--- src/rtl/lcd_text_pkg.sv ---
// Shared definitions for the LCD text path: screen geometry, the blank
// character used by clear, and the clear-sequencer state encoding.
package lcd_text_pkg;

    localparam int         COLS     = 100;
    localparam int         ROWS     = 30;
    localparam int         CHAR_W   = 8;
    localparam int         CHAR_H   = 16;
    localparam int         DATA_W   = 8;
    localparam logic [7:0] CLR_CHAR = 8'h20;

    typedef enum logic {
        IDLE  = 1'b0,
        CLEAR = 1'b1
    } clr_state_t;

endpackage

--- src/rtl/rr_arbiter2.sv ---
// Two-requester round-robin arbiter. Grants are combinational; the
// last-grant register only advances when a grant is actually issued, so a
// disabled cycle leaves the fairness order untouched.
module rr_arbiter2 (
    input  logic       clk,
    input  logic       rst_n,
    input  logic       en,
    input  logic [1:0] req,
    output logic [1:0] gnt
);

    // Set when requester 1 was granted most recently; resets set so that
    // requester 0 wins the first tie.
    logic last_b;

    // Grant a lone requester directly; on a tie grant the one not served last.
    always_comb begin
        gnt = 2'b00;
        if (en) begin
            if (req == 2'b11) begin
                gnt = last_b ? 2'b01 : 2'b10;
            end else begin
                gnt = req;
            end
        end
    end

    // Remember who was served.
    always_ff @(posedge clk or negedge rst_n) begin
        if (!rst_n) begin
            last_b <= 1'b1;
        end else if (gnt != 2'b00) begin
            last_b <= gnt[1];
        end
    end

endmodule

--- src/rtl/lcd_char_arbiter.sv ---
// Single-port character-RAM controller. Each cycle the RAM goes to, in
// order: the display fetch, the clear sequencer, then the two host writers
// via round-robin. All RAM port signals are registered, so a decision taken
// in one cycle drives the RAM in the next.
module lcd_char_arbiter #(
    parameter int         COLS     = lcd_text_pkg::COLS,
    parameter int         ROWS     = lcd_text_pkg::ROWS,
    parameter int         CHAR_W   = lcd_text_pkg::CHAR_W,
    parameter int         CHAR_H   = lcd_text_pkg::CHAR_H,
    parameter int         ADDR_W   = 12,
    parameter logic [7:0] CLR_CHAR = lcd_text_pkg::CLR_CHAR
) (
    input  logic              CLK,
    input  logic              RST_n,
    input  logic [9:0]        Fila,
    input  logic [10:0]       Columna,
    input  logic              DEN,
    output logic [7:0]        fetch_char,
    output logic              fetch_valid,
    input  logic              wa_req,
    input  logic [ADDR_W-1:0] wa_addr,
    input  logic [7:0]        wa_data,
    output logic              wa_ack,
    input  logic              wb_req,
    input  logic [ADDR_W-1:0] wb_addr,
    input  logic [7:0]        wb_data,
    output logic              wb_ack,
    input  logic              clr_req,
    output logic              clr_busy,
    output logic [ADDR_W-1:0] ram_addr,
    output logic              ram_we,
    output logic [7:0]        ram_wdata,
    input  logic [7:0]        ram_rdata
);
    import lcd_text_pkg::*;

    localparam int                CELLS     = COLS * ROWS;
    localparam int                CW_L2     = $clog2(CHAR_W);
    localparam int                CH_L2     = $clog2(CHAR_H);
    localparam logic [ADDR_W-1:0] LAST_ADDR = ADDR_W'(CELLS - 1);

    // Writes beyond the visible screen are acknowledged but never reach RAM.
    function automatic logic addr_ok(input logic [ADDR_W-1:0] a);
        return int'(a) < CELLS;
    endfunction

    logic [10:0]       col_q;
    logic [9:0]        row_idx;
    logic [10:0]       col_idx;
    logic              strobe_p0;
    logic [ADDR_W-1:0] fetch_addr_p0;
    logic              vld_p1;
    logic              vld_p2;
    logic [7:0]        char_hold;

    clr_state_t        state;
    clr_state_t        state_nx;
    logic [ADDR_W-1:0] cnt;
    logic [ADDR_W-1:0] cnt_nx;
    logic              clr_wr;

    logic              arb_en;
    logic [1:0]        arb_req;
    logic [1:0]        gnt;

    // ---- stage p0: fetch strobe and cell address from sync coordinates ----
    // Columna is compared with its registered copy so a cell held for
    // several CLK cycles (slow pixel clock) produces only one strobe.
    assign row_idx       = Fila >> CH_L2;
    assign col_idx       = Columna >> CW_L2;
    assign strobe_p0     = DEN && (Columna[CW_L2-1:0] == '0) && (Columna != col_q);
    assign fetch_addr_p0 = ADDR_W'(row_idx) * ADDR_W'(COLS) + ADDR_W'(col_idx);

    // Track the previous pixel column for edge detection.
    always_ff @(posedge CLK or negedge RST_n) begin
        if (!RST_n) begin
            col_q <= '0;
        end else begin
            col_q <= Columna;
        end
    end

    // Clear sequencer state register.
    always_ff @(posedge CLK or negedge RST_n) begin
        if (!RST_n) begin
            state <= IDLE;
            cnt   <= '0;
        end else begin
            state <= state_nx;
            cnt   <= cnt_nx;
        end
    end

    // Clear sequencer: step one cell on every cycle the fetch leaves free.
    always_comb begin
        state_nx = state;
        cnt_nx   = cnt;
        clr_wr   = 1'b0;
        case (state)
            IDLE: begin
                if (clr_req) begin
                    state_nx = CLEAR;
                    cnt_nx   = '0;
                end
            end
            CLEAR: begin
                if (!strobe_p0) begin
                    clr_wr = 1'b1;
                    if (cnt == LAST_ADDR) begin
                        state_nx = IDLE;
                    end else begin
                        cnt_nx = cnt + ADDR_W'(1);
                    end
                end
            end
            default: state_nx = IDLE;
        endcase
    end

    assign clr_busy = (state == CLEAR);

    // A writer being acked this cycle is still holding req; masking it stops
    // the same request from being granted twice. Writers are also locked out
    // on the cycle a clear is accepted so no ack can appear while busy.
    assign arb_req = {wb_req & ~wb_ack, wa_req & ~wa_ack};
    assign arb_en  = !strobe_p0 && (state == IDLE) && !clr_req;

    rr_arbiter2 u_rr (
        .clk   (CLK),
        .rst_n (RST_n),
        .en    (arb_en),
        .req   (arb_req),
        .gnt   (gnt)
    );

    // ---- stage p1: registered RAM port and writer acks ----
    // Drive the RAM for the owner chosen this cycle.
    always_ff @(posedge CLK or negedge RST_n) begin
        if (!RST_n) begin
            ram_addr  <= '0;
            ram_we    <= 1'b0;
            ram_wdata <= '0;
            wa_ack    <= 1'b0;
            wb_ack    <= 1'b0;
            vld_p1    <= 1'b0;
        end else begin
            ram_we <= 1'b0;
            wa_ack <= 1'b0;
            wb_ack <= 1'b0;
            vld_p1 <= strobe_p0;
            if (strobe_p0) begin
                ram_addr <= fetch_addr_p0;
            end else if (clr_wr) begin
                ram_addr  <= cnt;
                ram_we    <= 1'b1;
                ram_wdata <= CLR_CHAR;
            end else if (gnt[0]) begin
                ram_addr  <= wa_addr;
                ram_we    <= addr_ok(wa_addr);
                ram_wdata <= wa_data;
                wa_ack    <= 1'b1;
            end else if (gnt[1]) begin
                ram_addr  <= wb_addr;
                ram_we    <= addr_ok(wb_addr);
                ram_wdata <= wb_data;
                wb_ack    <= 1'b1;
            end
        end
    end

    // ---- stage p2: read data returns; hold the last fetched code ----
    // Capture the fetched code so fetch_char stays put between cells.
    always_ff @(posedge CLK or negedge RST_n) begin
        if (!RST_n) begin
            vld_p2    <= 1'b0;
            char_hold <= CLR_CHAR;
        end else begin
            vld_p2 <= vld_p1;
            if (vld_p2) begin
                char_hold <= ram_rdata;
            end
        end
    end

    assign fetch_valid = vld_p2;
    assign fetch_char  = vld_p2 ? ram_rdata : char_hold;

endmodule

--- config.mk ---
export PLATFORM = sky130hd
export DESIGN_NAME = lcd_char_arbiter
export DESIGN_NICKNAME = d
export VERILOG_FILES = /design/src/rtl/lcd_text_pkg.sv /design/src/rtl/rr_arbiter2.sv /design/src/rtl/lcd_char_arbiter.sv
export SDC_FILE = /design/constraint.sdc
export NUM_CORES = 1
export LEC_CHECK = 0
export BUFFER_PORTS_ARGS = -buffer_cell sky130_fd_sc_hd__clkbuf_2
export CAP_MARGIN = 20
export CORE_ASPECT_RATIO = 0.75
export CORE_MARGIN = 2
export CORE_UTILIZATION = 35
export DETAILED_ROUTE_END_ITERATION = 8
export GPL_ROUTABILITY_DRIVEN = 1
export PLACE_DENSITY = 0.64
export SLEW_MARGIN = 5
export SYNTH_ARGS = -nofsm -noshare
export SYNTH_HDL_FRONTEND = slang
export SYNTH_SLANG_ARGS = --single-unit
--- constraint.sdc ---
create_clock -name CLK -period 2.5 [get_ports CLK]
set_input_delay 0.5 -clock CLK [delete_from_list [all_inputs] [get_ports CLK]]
set_output_delay 0.5 -clock CLK [all_outputs]
set_load 0.01 [all_outputs]
**Word level (Yosys, flattened, before mapping)**

Index checks and enable logic that the tools add are counted.

- Flip-flop bits (word level): 58
- Input port bits: 75
- Output and inout port bits: 33
- Logic and storage cells: 73

- Add/sub/neg operators: 2
- Multipliers: 1
- Magnitude comparators: 2
- Equality and inequality tests: 6
- Mux-type cells: 32
- Bitwise logic cells: 6
- Reduce and logical (&&, ||, !) cells: 12

Operators by type and width:

| kind | number |
|---|---|
| $mux W12 | 7 |
| $mux W8 | 4 |
| $lt A12 B12 Y1 const B | 2 |
| $pmux W12 S2 | 1 |
| $mux W1 | 16 |
| $add A12 B1 Y12 const B | 1 |
| $add A12 B8 Y12 | 1 |
| $eq A12 B12 Y1 const B | 1 |
| $ne A11 B11 Y1 | 1 |
| $mul A6 B5 Y10 const B | 1 |
| $mux W2 | 3 |
| $ne A2 B2 Y1 const B | 3 |
| $logic_and A1 B1 Y1 | 4 |
| $not A1 Y1 | 4 |
| $reduce_bool A4 Y1 | 1 |
| $logic_not A3 Y1 | 1 |
| $reduce_and A3 Y1 | 1 |
| $reduce_bool A3 Y1 | 1 |
| $and A1 B1 Y1 | 2 |
| $eq A2 B2 Y1 const B | 1 |
| $logic_not A1 Y1 | 2 |
| $pmux W1 S2 | 1 |
| $reduce_and A2 Y1 | 1 |
| $reduce_bool A2 Y1 | 1 |

**Logic depth before layout (Yosys ltp)**

- Word-level depth: 11
- Depth in mapped cells: 11
- Gate-level depth less buffers: 11

**Cells and area by module**

Synthesis repeated with hierarchy kept, for this count alone.

- Cells, all modules: 376
- Area, all modules: 3614.7 um2

By module, submodules not included:

| module | instances | cells an instance | area each (um2) | sequential area each (um2) |
|---|---|---|---|---|
| lcd_char_arbiter | 1 | 368 | 3552.2 | 1427.6 |
| rr_arbiter2 | 1 | 8 | 62.6 | 26.3 |

**Worst setup path after synthesis**

No wires, ideal clock.

- Path type: input port to flip-flop
- Start point: input port Fila[5]
- End point: register ram_addr[9]
- Setup time: 0.118 ns
- Arrival time: 2.899 ns
- Required time: 2.382 ns
- Slack: -0.517 ns
- Cell stages on the path: 10
- Buffers on the path: 0
- Cells stage by stage: ha_1 -> ha_1 -> ha_1 -> fa_1 -> ha_1 -> or3_1 -> o211ai_1 -> nor2_1 -> xnor2_1 -> a21o_1

- Cells in the longest elaborated chain, start to end: 3

RTL lines:

| element | RTL line | source |
|---|---|---|
| start: declaration | lcd_char_arbiter.sv:15 | `input logic [9:0] Fila,` |
| $mul A6 B5 Y10 | lcd_char_arbiter.sv:72 | `assign fetch_addr_p0 = ADDR_W'(row_idx) * ADDR_W'(COLS) + ADDR_W'(col_idx);` |
| $add A12 B8 Y12 | lcd_char_arbiter.sv:72 |  |
| $mux W12 | lcd_char_arbiter.sv:151 | `if (strobe_p0) begin` |
| end signal: assignment | lcd_char_arbiter.sv:152 | `ram_addr <= fetch_addr_p0;` |
| end signal: assignment | lcd_char_arbiter.sv:154 | `ram_addr <= cnt;` |
| end signal: assignment | lcd_char_arbiter.sv:158 | `ram_addr <= wa_addr;` |
| end: declaration | lcd_char_arbiter.sv:30 | `output logic [ADDR_W-1:0] ram_addr,` |

Every way passes these cells.
A chain may end at the register's enable or synchronous reset.

**Worst setup path in the final report**

- Start point: input port Fila[5]
- End point: register ram_addr[11]

Same word-level chain as after synthesis.

==> metrics <==
Final Worst Setup Slack -0.0877 ns; remaining global-route overflow 0; Synthesis Warnings 0; antenna violations before repair 0; worst hold start Columna[2]; Setup Crit Path Kind primary input to flop; hold buffer count at cts 0; standby leakage power 2.35 nW; port buffer count 103; critical-path cell with the highest stage delay fa_2; Max IR drop VDD 389 uV; setup repair after global routing missed its margin true; final standard cell count with taps included and fillers excluded 591; worst-path cell chain clkbuf_16 -> ha_4 -> ha_4 -> ha_4 -> fa_2 -> ha_4 -> nor3_1 -> o21ai_1 -> o211ai_1 -> nor4_1 -> xnor2_1 -> mux2i_1; element type at the critical path end flop; fill cell count 904; Core Footprint 9740 um^2; maximum operating frequency 0.386 GHz; average routed wire per standard cell 15.0 um; number of vias in the routed layout 2922; maximum number of pins on one net before global-route repair 59; Main synth FF type dfrtp_1; Worst R2R Setup Slack 0.38 ns; overall power of the completed layout 3.76 mW; most frequent standard cell in the layout excluding fill and tap cells clkbuf_2; RePlAce Congestion 0.816; highest-count cells in the layout ignoring fill and taps clkbuf_2, dfrtp_1, mux2i_1, buf_4, nand2_1; Min-Delay Path Depth 1; source-to-sink clock delay at the later pin of the worst-skew pair 0.32 ns; mean instance size in the synthesized netlist 10.7 um^2; path type of the worst min-delay path primary input to flop; startpoint of the worst register-to-register path col_q[3]; netlist area before placement 3540 um^2; average vias per placed instance 4.94; die span in y 91.1 um; total number of nets in the final design 558; number of antenna-violating nets in the routed design 0; global-route wire length before repair 14.6 mm; final count of pins violating max slew 0; violated checks setup timing; Worst setup SP type primary input; proportion of synthesized chip area in sequential cells 0.410; largest fanout on the critical path 3; total of max-cap violations 0; cell type group with the largest total delay on the critical path adder cells; clock tree from TritonCTS yes; share of post-route cells with drive strength above 1 0.381; number of instances in the synthesized netlist 332; Initial Util 0.364; layout overhead on the synthesized area 36.6%; highest cell delay on the worst timing path 0.55 ns; maximum clock insertion buffer count 2; setup-violating endpoint count in the final report 2; clock buffer count from CTS 9; die area 10900 um^2; wirelength, routed 8.86 mm; clock transition time at the flip-flop clock pins of the worst setup and hold paths 0.05 ns; Std-Cell Rows 31; Relative slew margins 0.490; Hold Path End col_q[2]; fraction of registers with async set or reset after synthesis 1.00; number of cells on the critical path 12; most repeated library cell on the critical path ha_4; Diodes inserted 0; Worst EP arrival 2.79 ns; violation count after the first detailed-routing iteration 128; outcome finished, violations left; Post-Syn Nets 436; number of optimization iterations in the first detailed-route pass 4; Die W 120 um; count of state elements after synthesis 58; required time of the worst setup path 2.70 ns; number of levels in the clock H-tree 3; Root Buffer Master clkbuf_16; final core utilization 0.497; number of library cell types mapped by synthesis 53; via count of the first global-routing pass 2996; Pwr per Cell Area 777 nW/um^2; final count of hold timing violations 0; CTS Sinks 58; placed cell count 574; EDFF count, synth 0; Remaining DRCs 0; Crit Reg-Reg Endpoint ram_wdata[3]; post-detail-place hpwl 7.03 mm; measured slew at the worst slew-check pin 0.763 ns; worst-case clock skew 0.00508 ns; clock period minus worst slack 2.59 ns; Period Utilization, post-route 1.04; Crit path buffers/inverters 1; global router's overall resource usage 0.173; logic depth of the worst register-to-register path 7; num ports 108; total negative slack -0.170 ns
[synthesized netlist by cell type, types with 5 or more instances]
cell type | instances | share of area
mux2_2 | 8 | 0.025
or3_1 | 5 | 0.0088
buf_2 | 5 | 0.0071
a211oi_1 | 11 | 0.023
inv_1 | 10 | 0.011
o22ai_1 | 5 | 0.0088
nor3_1 | 5 | 0.0071
mux2i_1 | 27 | 0.076
o21ai_0 | 15 | 0.021
ha_1 | 27 | 0.095
nor2_1 | 19 | 0.020
xor2_1 | 16 | 0.040
o21ai_1 | 9 | 0.013
a21o_1 | 8 | 0.017
nand2_1 | 21 | 0.022
a21oi_1 | 11 | 0.016
dfrtp_1 | 56 | 0.40
xnor2_1 | 16 | 0.040
[stage by stage]
step	hold slack (ns)	setup slack (ns)	cell area, um^2
after floorplan	0.204	-0.192	3660
after global placement	0.332	-0.415	4440
after CTS	0.288	-0.0814	4820
after detailed placement	0.339	-0.451	4440
final	0.299	-0.0877	4840
after global routing	0.280	-0.181	4840
[how the worst max path moves through the flow]
stage                 start            to  slack [ns]
finish              Fila[5]  ram_addr[11]       -0.09
global route        Fila[5]  ram_addr[11]       -0.18
CTS                 Fila[5]  ram_addr[11]       -0.08
detailed placement  Fila[5]   ram_addr[9]       -0.45
global placement    Fila[5]   ram_addr[9]       -0.42
floorplan           Fila[6]   ram_addr[9]       -0.19
[per-layer routing]
layer  up-vias  track usage  part of all wire
li1       1440            -                 -
met1      1370        0.228              0.46
met2       102        0.269              0.44
met3        10       0.0616             0.084
met4         0       0.0451             0.011
met5         -            0                 0
[report_power, final]
| group | switching, mW | total (mW) | internal [mW] |
|---|---|---|---|
| combinational | 0.511 | 1.07 | 0.557 |
| sequential | 0.150 | 1.26 | 1.11 |
| clock | 0.446 | 1.43 | 0.983 |
[worst register-to-register path, delay by kind of cell, from the launching register on]
family / cells / cell delay, ns
and+or+nand+nor: 2 / 0.75
muxes: 1 / 0.22
DFF: 1 / 0.37
AOI/OAI and AO/OA: 2 / 0.26
xor gates and xnor gates: 1 / 0.17
buffers and inverters: 1 / 0.24
[sequential cells by signal, summed over array words and instances, names as in the netlist]
register     count
char_hold        8
cnt             12
ram_we           1
wa_ack           1
ram_addr        12
col_q           11
clr_busy         1
fetch_valid      1
ram_wdata        8
vld_p1           1
wb_ack           1
u_rr.last_b      1
[repair_timing]
action                     4_1_cts  5_1_grt
setup endpoints to repair        3        3
pin swaps                        0        3
buffers inserted                 1        0
gates resized for setup          4        4
[final cells by class]
class,instances,area (um^2),area share
Multi-Input combinational cell,248,2100,0.433
Sequential cell,58,1450,0.301
Clock inverter,7,125,0.0259
Timing Repair Buffer,126,731,0.151
Tap cell,132,165,0.0341
Inverter,11,41.3,0.00854
Clock buffer,9,225,0.0466
[logic make-up after synthesis]
group,count (synthesis),synth area share
adder cells (fa/ha/maj),29,0.107
buffers and inverters,26,0.0346
flip-flops,58,0.410
AND/OR/NAND/NOR,78,0.125
AO/OA/AOI/OAI,73,0.139
XOR/XNOR,32,0.0791
multiplexers,36,0.105
Note: power is estimated with default switching activity, not from simulation.
